$ cat src/rtl/leaderboard_browser_pkg.sv
// Shared types and constants for the leaderboard browser.
package leaderboard_browser_pkg;

    localparam int TIME_W = 39;

    localparam logic [2:0] MODE_IDLE  = 3'd0;
    localparam logic [2:0] MODE_FAST1 = 3'd1;
    localparam logic [2:0] MODE_FAST2 = 3'd2;
    localparam logic [2:0] MODE_FAST3 = 3'd3;
    localparam logic [2:0] MODE_SLOW1 = 3'd4;
    localparam logic [2:0] MODE_SLOW2 = 3'd5;
    localparam logic [2:0] MODE_SLOW3 = 3'd6;

    localparam logic [1:0] SW_SLOW = 2'b01;
    localparam logic [1:0] SW_FAST = 2'b10;

    typedef enum logic [1:0] {
        ST_IDLE   = 2'd0,
        ST_BROWSE = 2'd1,
        ST_HOLD   = 2'd2,
        ST_AUTO   = 2'd3
    } state_t;

    // Idle (code 0) steps forward into FAST1 and backward into SLOW3.
    function automatic logic [2:0] code_next(input logic [2:0] c);
        return (c == MODE_IDLE || c >= MODE_SLOW3) ? MODE_FAST1 : c + 3'd1;
    endfunction

    function automatic logic [2:0] code_prev(input logic [2:0] c);
        return (c <= MODE_FAST1) ? MODE_SLOW3 : c - 3'd1;
    endfunction

endpackage

$ cat src/rtl/leaderboard_browser_tick_gen.sv
// Free-running prescaler: counts 0..DIV-1 and pulses tick on the wrap cycle.
module tick_gen #(
    parameter int DIV = 100000
) (
    input  logic clk,
    input  logic rst_n,
    output logic tick
);
    localparam int W = (DIV > 1) ? $clog2(DIV) : 1;
    localparam logic [W-1:0] LAST = W'(DIV - 1);

    logic [W-1:0] cnt;

    always_ff @(posedge clk) begin
        if (!rst_n)
            cnt <= '0;
        else if (cnt == LAST)
            cnt <= '0;
        else
            cnt <= cnt + 1'b1;
    end

    assign tick = (cnt == LAST);
endmodule

$ cat src/rtl/leaderboard_browser.sv
// Leaderboard display browser with new-record highlight.
// Optional auto-scroll mode: define LEADERBOARD_AUTO_SCROLL_EN.
//
// state  | meaning
// IDLE   | nothing shown, display_mode 0
// BROWSE | user stepping through the six entries
// HOLD   | new record shown and highlighted for HOLD_TICKS ticks
// AUTO   | entries advance every SCROLL_TICKS ticks (optional)
module leaderboard_browser
    import leaderboard_browser_pkg::*;
#(
    parameter int TICK_DIV     = 100000,
    parameter int HOLD_TICKS   = 3000,
    parameter int SCROLL_TICKS = 2000
) (
    input  logic              clk,
    input  logic              rst_n,
    input  logic              btn_next,
    input  logic              btn_prev,
    input  logic              btn_exit,
    input  logic [1:0]        stopwatch_mode,
    input  logic              signal_sound_1,
    input  logic              signal_sound_2,
    input  logic              signal_sound_3,
    input  logic [TIME_W-1:0] fast_1,
    input  logic [TIME_W-1:0] fast_2,
    input  logic [TIME_W-1:0] fast_3,
    input  logic [TIME_W-1:0] slow_1,
    input  logic [TIME_W-1:0] slow_2,
    input  logic [TIME_W-1:0] slow_3,
    output logic [2:0]        display_mode,
    output logic [TIME_W-1:0] sel_time,
    output logic              sel_valid,
    output logic              highlight
);
    localparam int CNT_MAX = (HOLD_TICKS > SCROLL_TICKS) ? HOLD_TICKS : SCROLL_TICKS;
    localparam int CNT_W   = $clog2(CNT_MAX + 1);
    localparam logic [CNT_W-1:0] HOLD_LOAD = CNT_W'(HOLD_TICKS);
`ifdef LEADERBOARD_AUTO_SCROLL_EN
    localparam logic [CNT_W-1:0] SCROLL_LOAD = CNT_W'(SCROLL_TICKS);
`endif

    state_t           state, state_nxt;
    logic [2:0]       code, code_nxt;
    logic [CNT_W-1:0] cnt, cnt_nxt;
    logic             auto_ret, auto_ret_nxt;
    logic [2:0]       sound_now, sound_prev, toggled;
    logic [1:0]       rec_k;
    logic [2:0]       rec_code;
    logic             rec_hit, one_btn, tick;
    logic [2:0]       step_code;

    tick_gen #(.DIV(TICK_DIV)) u_tick (
        .clk   (clk),
        .rst_n (rst_n),
        .tick  (tick)
    );

    assign sound_now = {signal_sound_3, signal_sound_2, signal_sound_1};
    assign toggled   = sound_now ^ sound_prev;
    assign rec_k     = toggled[0] ? 2'd1 : (toggled[1] ? 2'd2 : 2'd3);
    assign rec_code  = (stopwatch_mode == SW_FAST) ? {1'b0, rec_k} : 3'd3 + {1'b0, rec_k};
    assign rec_hit   = (|toggled) && (stopwatch_mode == SW_FAST || stopwatch_mode == SW_SLOW);
    assign one_btn   = btn_next ^ btn_prev;
    assign step_code = btn_next ? code_next(code) : code_prev(code);

    // Reset loads the current toggle levels so release never looks like a record.
    always_ff @(posedge clk) begin
        sound_prev <= sound_now;
        if (!rst_n) begin
            state    <= ST_IDLE;
            code     <= MODE_IDLE;
            cnt      <= '0;
            auto_ret <= 1'b0;
            sel_time <= '0;
        end else begin
            state    <= state_nxt;
            code     <= code_nxt;
            cnt      <= cnt_nxt;
            auto_ret <= auto_ret_nxt;
            case (code)
                MODE_FAST1: sel_time <= fast_1;
                MODE_FAST2: sel_time <= fast_2;
                MODE_FAST3: sel_time <= fast_3;
                MODE_SLOW1: sel_time <= slow_1;
                MODE_SLOW2: sel_time <= slow_2;
                MODE_SLOW3: sel_time <= slow_3;
                default:    sel_time <= '0;
            endcase
        end
    end

    // Priority: exit, then record event, then buttons, then tick expiry.
    always_comb begin
        state_nxt    = state;
        code_nxt     = code;
        cnt_nxt      = cnt;
        auto_ret_nxt = auto_ret;
        if (btn_exit) begin
            state_nxt    = ST_IDLE;
            code_nxt     = MODE_IDLE;
            cnt_nxt      = '0;
            auto_ret_nxt = 1'b0;
        end else if (rec_hit) begin
            state_nxt    = ST_HOLD;
            code_nxt     = rec_code;
            cnt_nxt      = HOLD_LOAD;
            auto_ret_nxt = (state == ST_AUTO) || (state == ST_HOLD && auto_ret);
        end else begin
            case (state)
                ST_IDLE, ST_BROWSE: begin
                    if (one_btn) begin
                        state_nxt = ST_BROWSE;
                        code_nxt  = step_code;
                    end
`ifdef LEADERBOARD_AUTO_SCROLL_EN
                    else if (btn_next && btn_prev) begin
                        state_nxt = ST_AUTO;
                        code_nxt  = (state == ST_IDLE) ? MODE_FAST1 : code;
                        cnt_nxt   = SCROLL_LOAD;
                    end
`endif
                end
                ST_HOLD: begin
                    if (one_btn) begin
                        state_nxt    = ST_BROWSE;
                        code_nxt     = step_code;
                        cnt_nxt      = '0;
                        auto_ret_nxt = 1'b0;
                    end else if (tick) begin
                        if (cnt <= CNT_W'(1)) begin
                            state_nxt    = ST_BROWSE;
                            cnt_nxt      = '0;
                            auto_ret_nxt = 1'b0;
`ifdef LEADERBOARD_AUTO_SCROLL_EN
                            if (auto_ret) begin
                                state_nxt = ST_AUTO;
                                cnt_nxt   = SCROLL_LOAD;
                            end
`endif
                        end else begin
                            cnt_nxt = cnt - 1'b1;
                        end
                    end
                end
`ifdef LEADERBOARD_AUTO_SCROLL_EN
                ST_AUTO: begin
                    if (one_btn) begin
                        state_nxt = ST_BROWSE;
                        cnt_nxt   = '0;
                    end else if (tick) begin
                        if (cnt <= CNT_W'(1)) begin
                            code_nxt = code_next(code);
                            cnt_nxt  = SCROLL_LOAD;
                        end else begin
                            cnt_nxt = cnt - 1'b1;
                        end
                    end
                end
`endif
                default: begin
                    state_nxt = ST_IDLE;
                    code_nxt  = MODE_IDLE;
                    cnt_nxt   = '0;
                end
            endcase
        end
    end

    always_comb begin
        display_mode = code;
        sel_valid    = (code != MODE_IDLE);
        highlight    = (state == ST_HOLD);
    end
endmodule

$ cat config.mk
export PLATFORM = sky130hd
export DESIGN_NAME = leaderboard_browser
export DESIGN_NICKNAME = d
export VERILOG_FILES = /design/src/rtl/leaderboard_browser_pkg.sv /design/src/rtl/leaderboard_browser_tick_gen.sv /design/src/rtl/leaderboard_browser.sv
export SDC_FILE = /design/constraint.sdc
export NUM_CORES = 1
export LEC_CHECK = 0
export ABC_CLOCK_PERIOD_IN_PS = 2800
export CAP_MARGIN = 30
export CORE_MARGIN = 2
export CORE_UTILIZATION = 37
export DETAILED_ROUTE_END_ITERATION = 6
export PLACE_DENSITY_LB_ADDON = 0.12
export SETUP_SLACK_MARGIN = 0.15
export SYNTH_ARGS = -nofsm -noshare
export SYNTH_HDL_FRONTEND = slang
export SYNTH_SLANG_ARGS = --single-unit
$ cat constraint.sdc
create_clock -name clk -period 2.8 [get_ports clk]
set_clock_uncertainty 0.15 [all_clocks]
set_input_delay 0.42 -clock clk [delete_from_list [all_inputs] [get_ports clk]]
set_output_delay 0.42 -clock clk [all_outputs]
set_load 0.02 [all_outputs]
==> results of run 1 <==
[per-stage QoR]
| step | hold WS, ns | instance area (um^2) | instances | setup slack (ns) | utilization |
|---|---|---|---|---|---|
| after CTS | 0.3030 | 7704 | 919 | 0.3417 | 0.6718 |
| after global placement | 0.2793 | 7393 | 902 | 0.3648 | 0.6447 |
| after global routing | 0.3246 | 7706 | 920 | 0.2436 | 0.6720 |
| after floorplan | 0.2675 | 4362 | 491 | 0.7866 | - |
| final | 0.3010 | 7706 | 920 | 0.3464 | 0.6720 |
| after detailed placement | 0.2969 | 7408 | 903 | 0.3164 | 0.6460 |
[layout make-up]
class                           instances  area [um^2]  share of cell area
Timing Repair Buffer                  304         3008              0.3903
Antenna cell                            1        2.502           0.0003247
Sequential cell                        76         1523              0.1976
Clock buffer                           12        246.5             0.03199
Multi-Input combinational cell        372         2669              0.3463
Clock inverter                          4        48.80            0.006332
Tap cell                              143        178.9             0.02322
Inverter                                8        30.03            0.003897
[registers in the layout, summed over array words and instances (netlist names)]
name and count:
cnt 12, display_mode 3, sel_time 39, sound_prev 3, state 2, u_tick.cnt 17
[layer usage]
| metal | global-route usage | vias up |
|---|---|---|
| met5 | 0 | - |
| met3 | 0.06263 | 38 |
| li1 | - | 2453 |
| met4 | 0.09675 | 0 |
| met1 | 0.3326 | 2435 |
| met2 | 0.5218 | 290 |
[logic make-up after synthesis]
| group | Yosys count |
|---|---|
| compound gates | 174 |
| simple gates | 132 |
| flops | 76 |
| buf+inv | 43 |
| mux | 34 |
| xor+xnor | 21 |
| fa+ha+maj | 11 |
[worst max-delay path, stage by stage, from the launching register on]
cell and delay (ns):
sky130_fd_sc_hd__dfxtp_1 0.46, sky130_fd_sc_hd__inv_1 0.13, sky130_fd_sc_hd__ha_1 0.22, sky130_fd_sc_hd__nand2b_1 0.09, sky130_fd_sc_hd__clkdlybuf4s50_1 0.64
[final timing paths]
| kind | endpoint | cells after the start |
|---|---|---|
| max | sel_valid | 4 |
| min | u_tick.cnt[0] | 1 |
| max reg2reg | sel_time[9] | 7 |
| min reg2reg | u_tick.cnt[0] | 1 |
[synth_stat cells, types with 2 or more instances]
library cell | n | share of area
sky130_fd_sc_hd__and4b_1 | 2 | 0.0046
sky130_fd_sc_hd__and2b_2 | 2 | 0.0040
sky130_fd_sc_hd__xnor2_1 | 11 | 0.022
sky130_fd_sc_hd__a22oi_1 | 72 | 0.12
sky130_fd_sc_hd__buf_1 | 2 | 0.0017
sky130_fd_sc_hd__buf_2 | 3 | 0.0034
sky130_fd_sc_hd__o21ai_0 | 13 | 0.015
sky130_fd_sc_hd__nor4_1 | 3 | 0.0043
sky130_fd_sc_hd__xor2_1 | 10 | 0.020
sky130_fd_sc_hd__a21oi_1 | 22 | 0.025
sky130_fd_sc_hd__nand4_1 | 4 | 0.0057
sky130_fd_sc_hd__nor2b_1 | 4 | 0.0057
sky130_fd_sc_hd__a211oi_1 | 4 | 0.0069
sky130_fd_sc_hd__ha_1 | 11 | 0.032
sky130_fd_sc_hd__nand4b_1 | 2 | 0.0040
sky130_fd_sc_hd__and2_1 | 5 | 0.0072
sky130_fd_sc_hd__or4_4 | 2 | 0.0052
sky130_fd_sc_hd__inv_1 | 8 | 0.0069
sky130_fd_sc_hd__clkbuf_1 | 28 | 0.024
sky130_fd_sc_hd__or2b_2 | 2 | 0.0040
sky130_fd_sc_hd__nand2b_1 | 5 | 0.0072
sky130_fd_sc_hd__o221a_2 | 3 | 0.0077
sky130_fd_sc_hd__or3_1 | 4 | 0.0057
sky130_fd_sc_hd__a31oi_1 | 32 | 0.046
sky130_fd_sc_hd__nor2_1 | 31 | 0.027
sky130_fd_sc_hd__nand2_1 | 41 | 0.035
sky130_fd_sc_hd__nor3_1 | 5 | 0.0057
sky130_fd_sc_hd__a222oi_1 | 12 | 0.028
sky130_fd_sc_hd__mux2_2 | 33 | 0.085
sky130_fd_sc_hd__and3_1 | 4 | 0.0057
sky130_fd_sc_hd__nand3_1 | 5 | 0.0057
sky130_fd_sc_hd__dfxtp_1 | 76 | 0.35
[where the power goes]
| group | internal, mW | switching [mW] |
|---|---|---|
| logic | 0.548 | 0.371 |
| clock network | 0.714 | 0.453 |
| registers | 1.14 | 0.0353 |
==> flow_metrics.tcl, run 1 <==
set metrics [dict create \
    critical_path_class "flip-flop to output pin" \
    clock_latency_on_the_worst_skew_pair_ns 0.33 \
    rr_startpoint "display_mode[0]" \
    reg_clk_slew_reported_paths_ns 0.06 \
    post_synth_fa_ha_maj_area_fraction 0.03155 \
    post_synth_xor_area_fraction 0.04217 \
    drt_pre_antenna_iters 6 \
    cts_hold_buf 0 \
    final.setup.tns_ns 0 \
    cts_tree "yes" \
    synth.cell_area_um2 4362 \
    detail-route-antenna-nets 0 \
    cts_num_sinks 76 \
    worst-endpoint-required_ns 2.23 \
    floorplan.die.height_um 112.6 \
    ctsResizeCount 0 \
    final_cell_mix "287 x sky130_fd_sc_hd__clkdlybuf4s50_1, 75 x sky130_fd_sc_hd__dfxtp_1, 72 x sky130_fd_sc_hd__a22oi_1, 41 x sky130_fd_sc_hd__nand2_1, 33 x sky130_fd_sc_hd__mux2_2" \
    timing_max_transition_violations_final 0 \
    setup_viol 0 \
    placement_rows 39 \
    via_per_inst 5.670 \
    antenna_found_initial 1 \
    grt_max_degree 40 \
    synth_edf_count 0 \
    highest_layer "met4" \
    area_growth_syn_to_layout_pct 76.68 \
    finalWirelength_mm 18.92 \
    postSynth.topFlopCell "sky130_fd_sc_hd__dfxtp_1" \
    synth-seq-area-share 0.3488 \
    holdCritStartpoint "u_tick.cnt[0]" \
    die_area_um2 12670 \
    detailroute.wirelength.met2_mm 9.713 \
    fmax_mhz 407.6 \
    start_util 0.3804 \
    m1WireLength_mm 7.125 \
    yosys_register_bits 76 \
    worst_max_slew_margin_expressed_relative_to_the_limit 0.4686 \
    startpoint "display_mode[0]" \
    timing.final.crit_share 0.8763 \
    route.detailed.wl_per_inst_um 20.57 \
    first_global_vias 5188 \
    port_buffers 287 \
    clockRootBuffer "sky130_fd_sc_hd__clkbuf_16" \
    grt_first_pass_wirelength_mm 28.59 \
    post_synth.cell_area_avg_um2 8.883 \
    drtIter0Drc 499 \
    hpwl_after_detailed_placement_mm 15.15 \
    synth_compound_gate_area_share 0.2877 \
    worst-endpoint-arrival_ns 1.88 \
    path_max_fanout 7 \
    grt.overflow.total 0 \
    maxCapViolCount 0 \
    tritoncts.num_buffers 9 \
    yosysWarningCount 0 \
    globalplace.congestion 0.9079 \
    rsz_0062_raised_after_global_routing "false" \
    hold_viol_final 0 \
    synth-simple-area-share 0.1624 \
    run_status "complete, no violations" \
    post_synth_mux_area_share 0.08749 \
    fin_nets 1026 \
    drive_gt1_frac 0.1121 \
    post-layout-total-power_mw 3.262 \
    synth_top_family_by_area "compound AO/OA/AOI/OAI gates" \
    htreeDepth 3 \
    dr_wl_met3_mm 1.558 \
    die_width_um 112.6 \
    power-per-cell-area_nw_per_um2 423.3 \
    total_leakage_power_nw 2.687 \
    final_common_cell "sky130_fd_sc_hd__clkdlybuf4s50_1" \
    power.ir.vdd_worst_v 0.0003571 \
    synth.distinct_cells 62 \
    drc 0 \
    gr-usage-all-layers 0.2872 \
    cts.path.max_buffers 2 \
    core_area_um2 11470 \
    slew_at_the_pin_closest_to_its_max_slew_limit_ns 0.7971 \
    start_kind "flip-flop" \
    post_cts.repair.setup_buffers 0 \
    fillerInstances 937 \
    min_cycle_time_layout_ns 2.454 \
    syn-num-nets 746 \
    dr_total_vias 5216 \
    num_io_pins 288 \
    postSynth.asyncResetShare 0 \
    critPathCaptureType "output pin" \
    hold_path.class "flip-flop to flip-flop" \
    regToRegSetupSlack_ns 0.52 \
    postSynthCellCount 491 \
]
Note: power is estimated with default switching activity, not from simulation.
==> run 2: changes to the inputs <==
Settings changed: ABC_AREA set to 1, CAP_MARGIN 30 to 20.
==> run 2 against run 1 <==
  * Hold slack gained 0.011 ns
  * Core utilization shrank 2.1 points
  * Flip-flop and latch count stayed put
  * Cell area is 1.1% higher
  * Power increased by 1.5%
  * Critical path depth is 3 higher
  * Maximum frequency rose by 2.1%
  * Die area up 3.8%
  * Synthesized area rose by 3.9%
  * Register-to-register slack got worse by 0.12 ns
  * Count of clock-buffer cells in the layout rose by 3
==> flow_metrics.tcl, run 2 <==
set metrics [dict create \
    via_per_inst 5.276 \
    total_leakage_power_nw 3.018 \
    setup_viol 0 \
    maxCapViolCount 0 \
    final_common_cell "sky130_fd_sc_hd__clkdlybuf4s50_1" \
    postSynthCellCount 656 \
    rsz_0062_raised_after_global_routing "false" \
    postSynth.topFlopCell "sky130_fd_sc_hd__dfxtp_1" \
    antenna_found_initial 0 \
    post_synth.cell_area_avg_um2 6.908 \
    critical_path_class "flip-flop to flip-flop" \
    reg_clk_slew_reported_paths_ns 0.06 \
    tritoncts.num_buffers 9 \
    hpwl_after_detailed_placement_mm 14.83 \
    netlist.area_leader.share 0.3357 \
    path_max_fanout 27 \
    drc 0 \
    cts.path.max_buffers 2 \
    groute.layer.met2.usage 0.4927 \
    fmax_mhz 416.2 \
    final_cell_count_no_fill 1080 \
    yosys-top-cells-area "sky130_fd_sc_hd__dfxtp_1 34%, sky130_fd_sc_hd__nand2_1 15%, sky130_fd_sc_hd__a221oi_1 7.5%, sky130_fd_sc_hd__inv_1 5.5%, sky130_fd_sc_hd__a31oi_1 4.6%" \
    run_status "complete, no violations" \
    netSwitchingFraction 0.2710 \
    critPathTopFamily "compound AO/OA/AOI/OAI gates" \
    synth_edf_count 0 \
    clock_latency_on_the_worst_skew_pair_ns 0.34 \
    cp_cell_sequence "inv_1 > ha_1 > nand2_1 > buf_4 > o21ai_0 > a221oi_1 > a31oi_1" \
    synth-seq-area-share 0.3357 \
    registers.top_by_ff_count "sel_time" \
    globalplace.congestion 0.9791 \
    clockRootBuffer "sky130_fd_sc_hd__clkbuf_16" \
    min_cycle_time_layout_ns 2.403 \
    floorplan.die.height_um 114.7 \
    power-per-cell-area_nw_per_um2 425.2 \
    power.ir.vdd_worst_v 0.0004088 \
    critical_path.n_buffers_inverters 2 \
    grt_max_degree 40 \
    die_width_um 114.7 \
    cts_tree "yes" \
    p_comb_frac 0.287 \
    p_int_mw 2.415 \
    number_of_placed_instances_taps_included 1064 \
    globalRouteMet3Util 0.07888 \
    yosys.cell_count.top_type "sky130_fd_sc_hd__nand2_1" \
    port_buffers 287 \
    slew_at_the_pin_closest_to_its_max_slew_limit_ns 0.8266 \
    htreeDepth 3 \
    num_io_pins 288 \
    route.detailed.wl_per_inst_um 17.76 \
    synthTopCellsByCount "177 x sky130_fd_sc_hd__nand2_1, 76 x sky130_fd_sc_hd__dfxtp_1, 66 x sky130_fd_sc_hd__inv_1" \
    yosysWarningCount 0 \
    final_cell_mix "286 x sky130_fd_sc_hd__clkdlybuf4s50_1, 177 x sky130_fd_sc_hd__nand2_1, 76 x sky130_fd_sc_hd__dfxtp_1, 66 x sky130_fd_sc_hd__inv_1, 40 x sky130_fd_sc_hd__o21ai_0" \
    area_growth_syn_to_layout_pct 71.89 \
    hold_viol_final 0 \
    placed_cell_area_um2 7490 \
    top_usage_layer "met2" \
    critical_path.slowest_cell "sky130_fd_sc_hd__dfxtp_1" \
    die_area_um2 13150 \
    synth_area_leader_cell "sky130_fd_sc_hd__dfxtp_1" \
    synth.cell_area_um2 4532 \
    start_util 0.3789 \
    finalWirelength_mm 19.18 \
    synth.distinct_cells 38 \
    placement_rows 40 \
    worst_max_slew_margin_expressed_relative_to_the_limit 0.4481 \
    dr_total_vias 5698 \
    core_area_um2 11960 \
    worst-endpoint-arrival_ns 2.44 \
    timing.final.crit_share 0.8581 \
    timing_max_transition_violations_final 0 \
    net-switching-power_mw 0.8979 \
    drtIter0Drc 395 \
    finish.utilization 0.6513 \
    worst-endpoint-required_ns 2.84 \
    syn-num-nets 911 \
    grt.overflow.total 0 \
    post_cts.repair.setup_buffers 0 \
    start_kind "flip-flop" \
    biggestRegsByFlops "sel_time x39, u_tick.cnt x17, cnt x12" \
    yosys_register_bits 76 \
    hold_path.class "flip-flop to flip-flop" \
    final.setup.tns_ns 0 \
    fin_nets 1183 \
    drive_gt1_frac 0.06860 \
    critPathCaptureType "flip-flop" \
    clock_power_share 0.356 \
    postSynth.asyncResetShare 0 \
    drt_pre_antenna_iters 5 \
    detail-route-antenna-nets 0 \
    largest_reg_flops 39 \
    met1_usage 0.3054 \
    grt_first_pass_wirelength_mm 27.88 \
    reg_power_frac 0.357 \
    post-route-cell-area_um2 7790 \
    crit_path_max_incr_delay_ns 0.42 \
    gr-usage-all-layers 0.2764 \
    antenna_cells 0 \
    first_global_vias 5530 \
    cts_num_sinks 76 \
]
-- run 2: cell count changes after synthesis, sizes merged, moves of 34 or more --
| cell | before | now |
|---|---|---|
| a221oi | 1 | 39 |
| a22oi | 72 | 0 |
| inv | 8 | 76 |
| nand2 | 41 | 189 |
| nand3 | 5 | 40 |
| o21ai | 14 | 48 |
-- run 2: cell type report --
class / instances / area (um^2)
tap: 147 / 183.9
clock buffer: 15 / 267.8
multi-input combinational: 471 / 2574
clock inverter: 1 / 30.03
sequential: 76 / 1521
inverter: 76 / 285.3
timing repair buffer: 294 / 2928
fill: 1021 / 4172
-- run 2: power by group through the flow --
stage	sequential, mW	clock [mW]	combinational (mW)
finish	1.18	1.18	0.952
CTS	1.18	1.20	0.953
detailed placement	1.20	0	0.946
global route	1.19	1.25	1.02
global placement	1.20	0	0.931
floorplan	1.26	0	0.339
-- run 2: repair_timing --
| action | CTS | global route |
|---|---|---|
| endpoints found under the setup margin | 0 | 1 |
| gates resized for setup | 0 | 1 |
| hold buffers | 0 | 0 |
-- run 2: routing by layer --
| layer | wire (um) | part of all wire |
|---|---|---|
| met5 | 0 | 0 |
| met4 | 709 | 0.037 |
| met3 | 1793 | 0.093 |
| met2 | 9406 | 0.49 |
| met1 | 7269 | 0.38 |
-- run 2: metrics by stage --
step / total power [mW] / worst slack [ns] / hold WS, ns
global placement: 2.133 / 0.4220 / 0.2876
CTS: 3.338 / 0.2328 / 0.3148
floorplan: 1.600 / 0.8219 / 0.2788
detailed placement: 2.151 / 0.3752 / 0.2998
finish: 3.313 / 0.3973 / 0.3119
global route: 3.465 / 0.2109 / 0.3525
-- run 2: final timing paths --
kind | startpoint | endpoint | slack, ns | cells after the start
worst max-delay path | display_mode[0] | sel_time[9] | 0.40 | 7
worst min-delay path | u_tick.cnt[0] | u_tick.cnt[0] | 0.31 | 1
worst max register to register | display_mode[0] | sel_time[9] | 0.40 | 7
worst min register to register | u_tick.cnt[0] | u_tick.cnt[0] | 0.31 | 1
-- run 2: kinds of logic (layout without fill, tap and decap cells) --
| group | after synthesis | count (layout) | share of synthesized area |
|---|---|---|---|
| compound gates | 150 | 150 | 0.2093 |
| flops | 76 | 76 | 0.3357 |
| fa+ha+maj | 11 | 11 | 0.03037 |
| xor+xnor | 14 | 14 | 0.03203 |
| buf+inv | 109 | 386 | 0.09801 |
| simple gates | 296 | 296 | 0.2946 |
==> run 3: changes to the inputs <==
Settings changed: PLACE_DENSITY set to 0.91, PLACE_DENSITY_LB_ADDON 0.12 to unset.
==> run 3 against run 2 <==
  * Register-to-register slack gained 0.24 ns
  * Clock power is essentially flat
  * Worst setup slack lost 0.049 ns
  * Global-route usage shrank 0.10 points
  * Sequential share of layout area is essentially flat
  * First-iteration DRC count shrank 8.4%
  * Combinational power grew 0.4%
  * Critical path type is now flip-flop to output pin
  * Critical endpoint is now sel_valid
  * Largest power group is now clock
  * Highest routed layer is now met5
==> flow_metrics.tcl, run 3 (same netlist as run 2, synthesis figures left out) <==
set metrics [dict create \
    finalWirelength_mm 18.88 \
    timing.final.crit_share 0.8755 \
    worst-endpoint-arrival_ns 1.88 \
    hold_viol_final 0 \
    grt_first_pass_wirelength_mm 27.38 \
    hold_end "u_tick.cnt[0]" \
    slew_at_the_pin_closest_to_its_max_slew_limit_ns 0.8121 \
    power.ir.vdd_worst_v 0.0002909 \
    placement_rows 40 \
    port_buffers 287 \
    cp_cell_sequence "inv_1 > ha_2 > nand2_1 > clkdlybuf4s50_1" \
    reg_power_frac 0.355 \
    power-per-cell-area_nw_per_um2 425.9 \
    rr_startpoint "display_mode[0]" \
    critical_path_class "flip-flop to output pin" \
    final_cell_count_no_fill 1080 \
    timing_max_transition_violations_final 0 \
    fmax_mhz 407.9 \
    final_cell_mix "287 x sky130_fd_sc_hd__clkdlybuf4s50_1, 177 x sky130_fd_sc_hd__nand2_1, 76 x sky130_fd_sc_hd__dfxtp_1, 66 x sky130_fd_sc_hd__inv_1, 40 x sky130_fd_sc_hd__o21ai_0" \
    start_util 0.3789 \
    hold_path.class "flip-flop to flip-flop" \
    reg_clk_slew_reported_paths_ns 0.06 \
    ctsResizeCount 0 \
    critical_path.slowest_cell "sky130_fd_sc_hd__clkdlybuf4s50_1" \
    number_of_placed_instances_taps_included 1062 \
    biggestRegsByFlops "sel_time x39, u_tick.cnt x17, cnt x12" \
    hpwl_after_detailed_placement_mm 14.47 \
    antenna_found_initial 4 \
    grt.overflow.total 0 \
    globalplace.congestion 0.9175 \
    crit_path_max_incr_delay_ns 0.62 \
    total_leakage_power_nw 2.991 \
    p_comb_frac 0.288 \
    final.hold.worst_slack_ns 0.3182 \
    post_cts.repair.setup_buffers 0 \
    drt_pre_antenna_iters 5 \
    worst_max_slew_margin_expressed_relative_to_the_limit 0.4578 \
    net-switching-power_mw 0.9371 \
    tritoncts.num_buffers 9 \
    htreeDepth 3 \
    clockRootBuffer "sky130_fd_sc_hd__clkbuf_16" \
    critPathCaptureType "output pin" \
    min_cycle_time_layout_ns 2.451 \
    first_global_vias 5327 \
    floorplan.die.height_um 114.7 \
    netSwitchingFraction 0.2819 \
    die_width_um 114.7 \
    worstReg2RegEnd "sel_time[26]" \
    final.setup.tns_ns 0 \
    route.detailed.wl_per_inst_um 17.48 \
    clock_latency_on_the_worst_skew_pair_ns 0.34 \
    via_per_inst 5.271 \
    timing.hold.worst_path_depth 1 \
    drc 0 \
    run_status "complete, no violations" \
    dr_total_vias 5693 \
    holdCritStartpoint "u_tick.cnt[0]" \
    detail-route-antenna-nets 0 \
    grt_max_degree 40 \
    worst_reg2reg_path_depth 8 \
    drive_gt1_frac 0.07097 \
    setup_viol 0 \
    p_int_mw 2.387 \
    start_kind "flip-flop" \
    regToRegSetupSlack_ns 0.64 \
    area_growth_syn_to_layout_pct 72.23 \
    fin_nets 1181 \
    final_common_cell "sky130_fd_sc_hd__clkdlybuf4s50_1" \
    critPathTopFamily "buffers and inverters" \
    maxCapViolCount 0 \
    worst-endpoint-required_ns 2.23 \
    path_max_fanout 9 \
    critical_path.n_buffers_inverters 2 \
    cts.path.max_buffers 2 \
    fillerInstances 1008 \
    core_area_um2 11960 \
    registers.top_by_ff_count "sel_time" \
    clock_power_share 0.357 \
    cts_tree "yes" \
    cts_hold_buf 0 \
    gr-usage-all-layers 0.2754 \
    num_io_pins 288 \
    drtIter0Drc 362 \
    rsz_0062_raised_after_global_routing "false" \
    largest_reg_flops 39 \
    die_area_um2 13150 \
    cts_num_sinks 76 \
]
[run 3: cell type report]
type	instances	area (um^2)	share of cell area
diodes	3	7.507	0.0009618
clock buffers	11	242.7	0.03110
clock inverters	4	50.05	0.006412
inverters	76	285.3	0.03655
multi-input cells	471	2579	0.3304
flip-flops and latches	76	1521	0.1949
well taps	147	183.9	0.02357
repair buffers	292	2935	0.3761
[run 3: worst max-delay path by stage]
| stage | startpoint | end | slack [ns] | cells past startpoint |
|---|---|---|---|---|
| after floorplan | display_mode[0] | sel_time[3] | 0.82 | 8 |
| after CTS | display_mode[0] | sel_valid | 0.23 | 4 |
| after detailed placement | display_mode[0] | sel_time[14] | 0.59 | 7 |
| after global placement | display_mode[0] | sel_time[14] | 0.58 | 7 |
| final | display_mode[0] | sel_valid | 0.35 | 4 |
| after global routing | display_mode[1] | sel_valid | 0.21 | 4 |
[run 3: power groups by stage]
stage,combinational (mW),clock [mW],sequential [mW]
2_1_floorplan,0.339,0,1.26
3_3_place_gp,0.932,0,1.20
3_5_place_dp,0.946,0,1.20
4_1_cts,0.953,1.21,1.18
5_1_grt,1.03,1.25,1.19
6_report,0.956,1.19,1.18
[run 3: metal layers]
layer | share of wire | wire length (um) | global-route usage | up-vias
li1 | - | - | - | 2739
met1 | 0.38 | 7188 | 0.3129 | 2569
met2 | 0.47 | 8841 | 0.4615 | 331
met3 | 0.11 | 2066 | 0.08417 | 52
met4 | 0.041 | 771 | 0.1488 | 2
met5 | 0.00069 | 13 | 0 | -
[run 3: through the flow]
stage | worst slack, ns | util | power, mW | cell area (um^2)
6_report | 0.3486 | 0.6525 | 3.324 | 7805
5_1_grt | 0.2130 | 0.6521 | 3.465 | 7800
3_3_place_gp | 0.5798 | 0.6272 | 2.133 | 7502
2_1_floorplan | 0.8219 | - | 1.600 | 4532
4_1_cts | 0.2311 | 0.6517 | 3.341 | 7795
3_5_place_dp | 0.5864 | 0.6272 | 2.150 | 7502
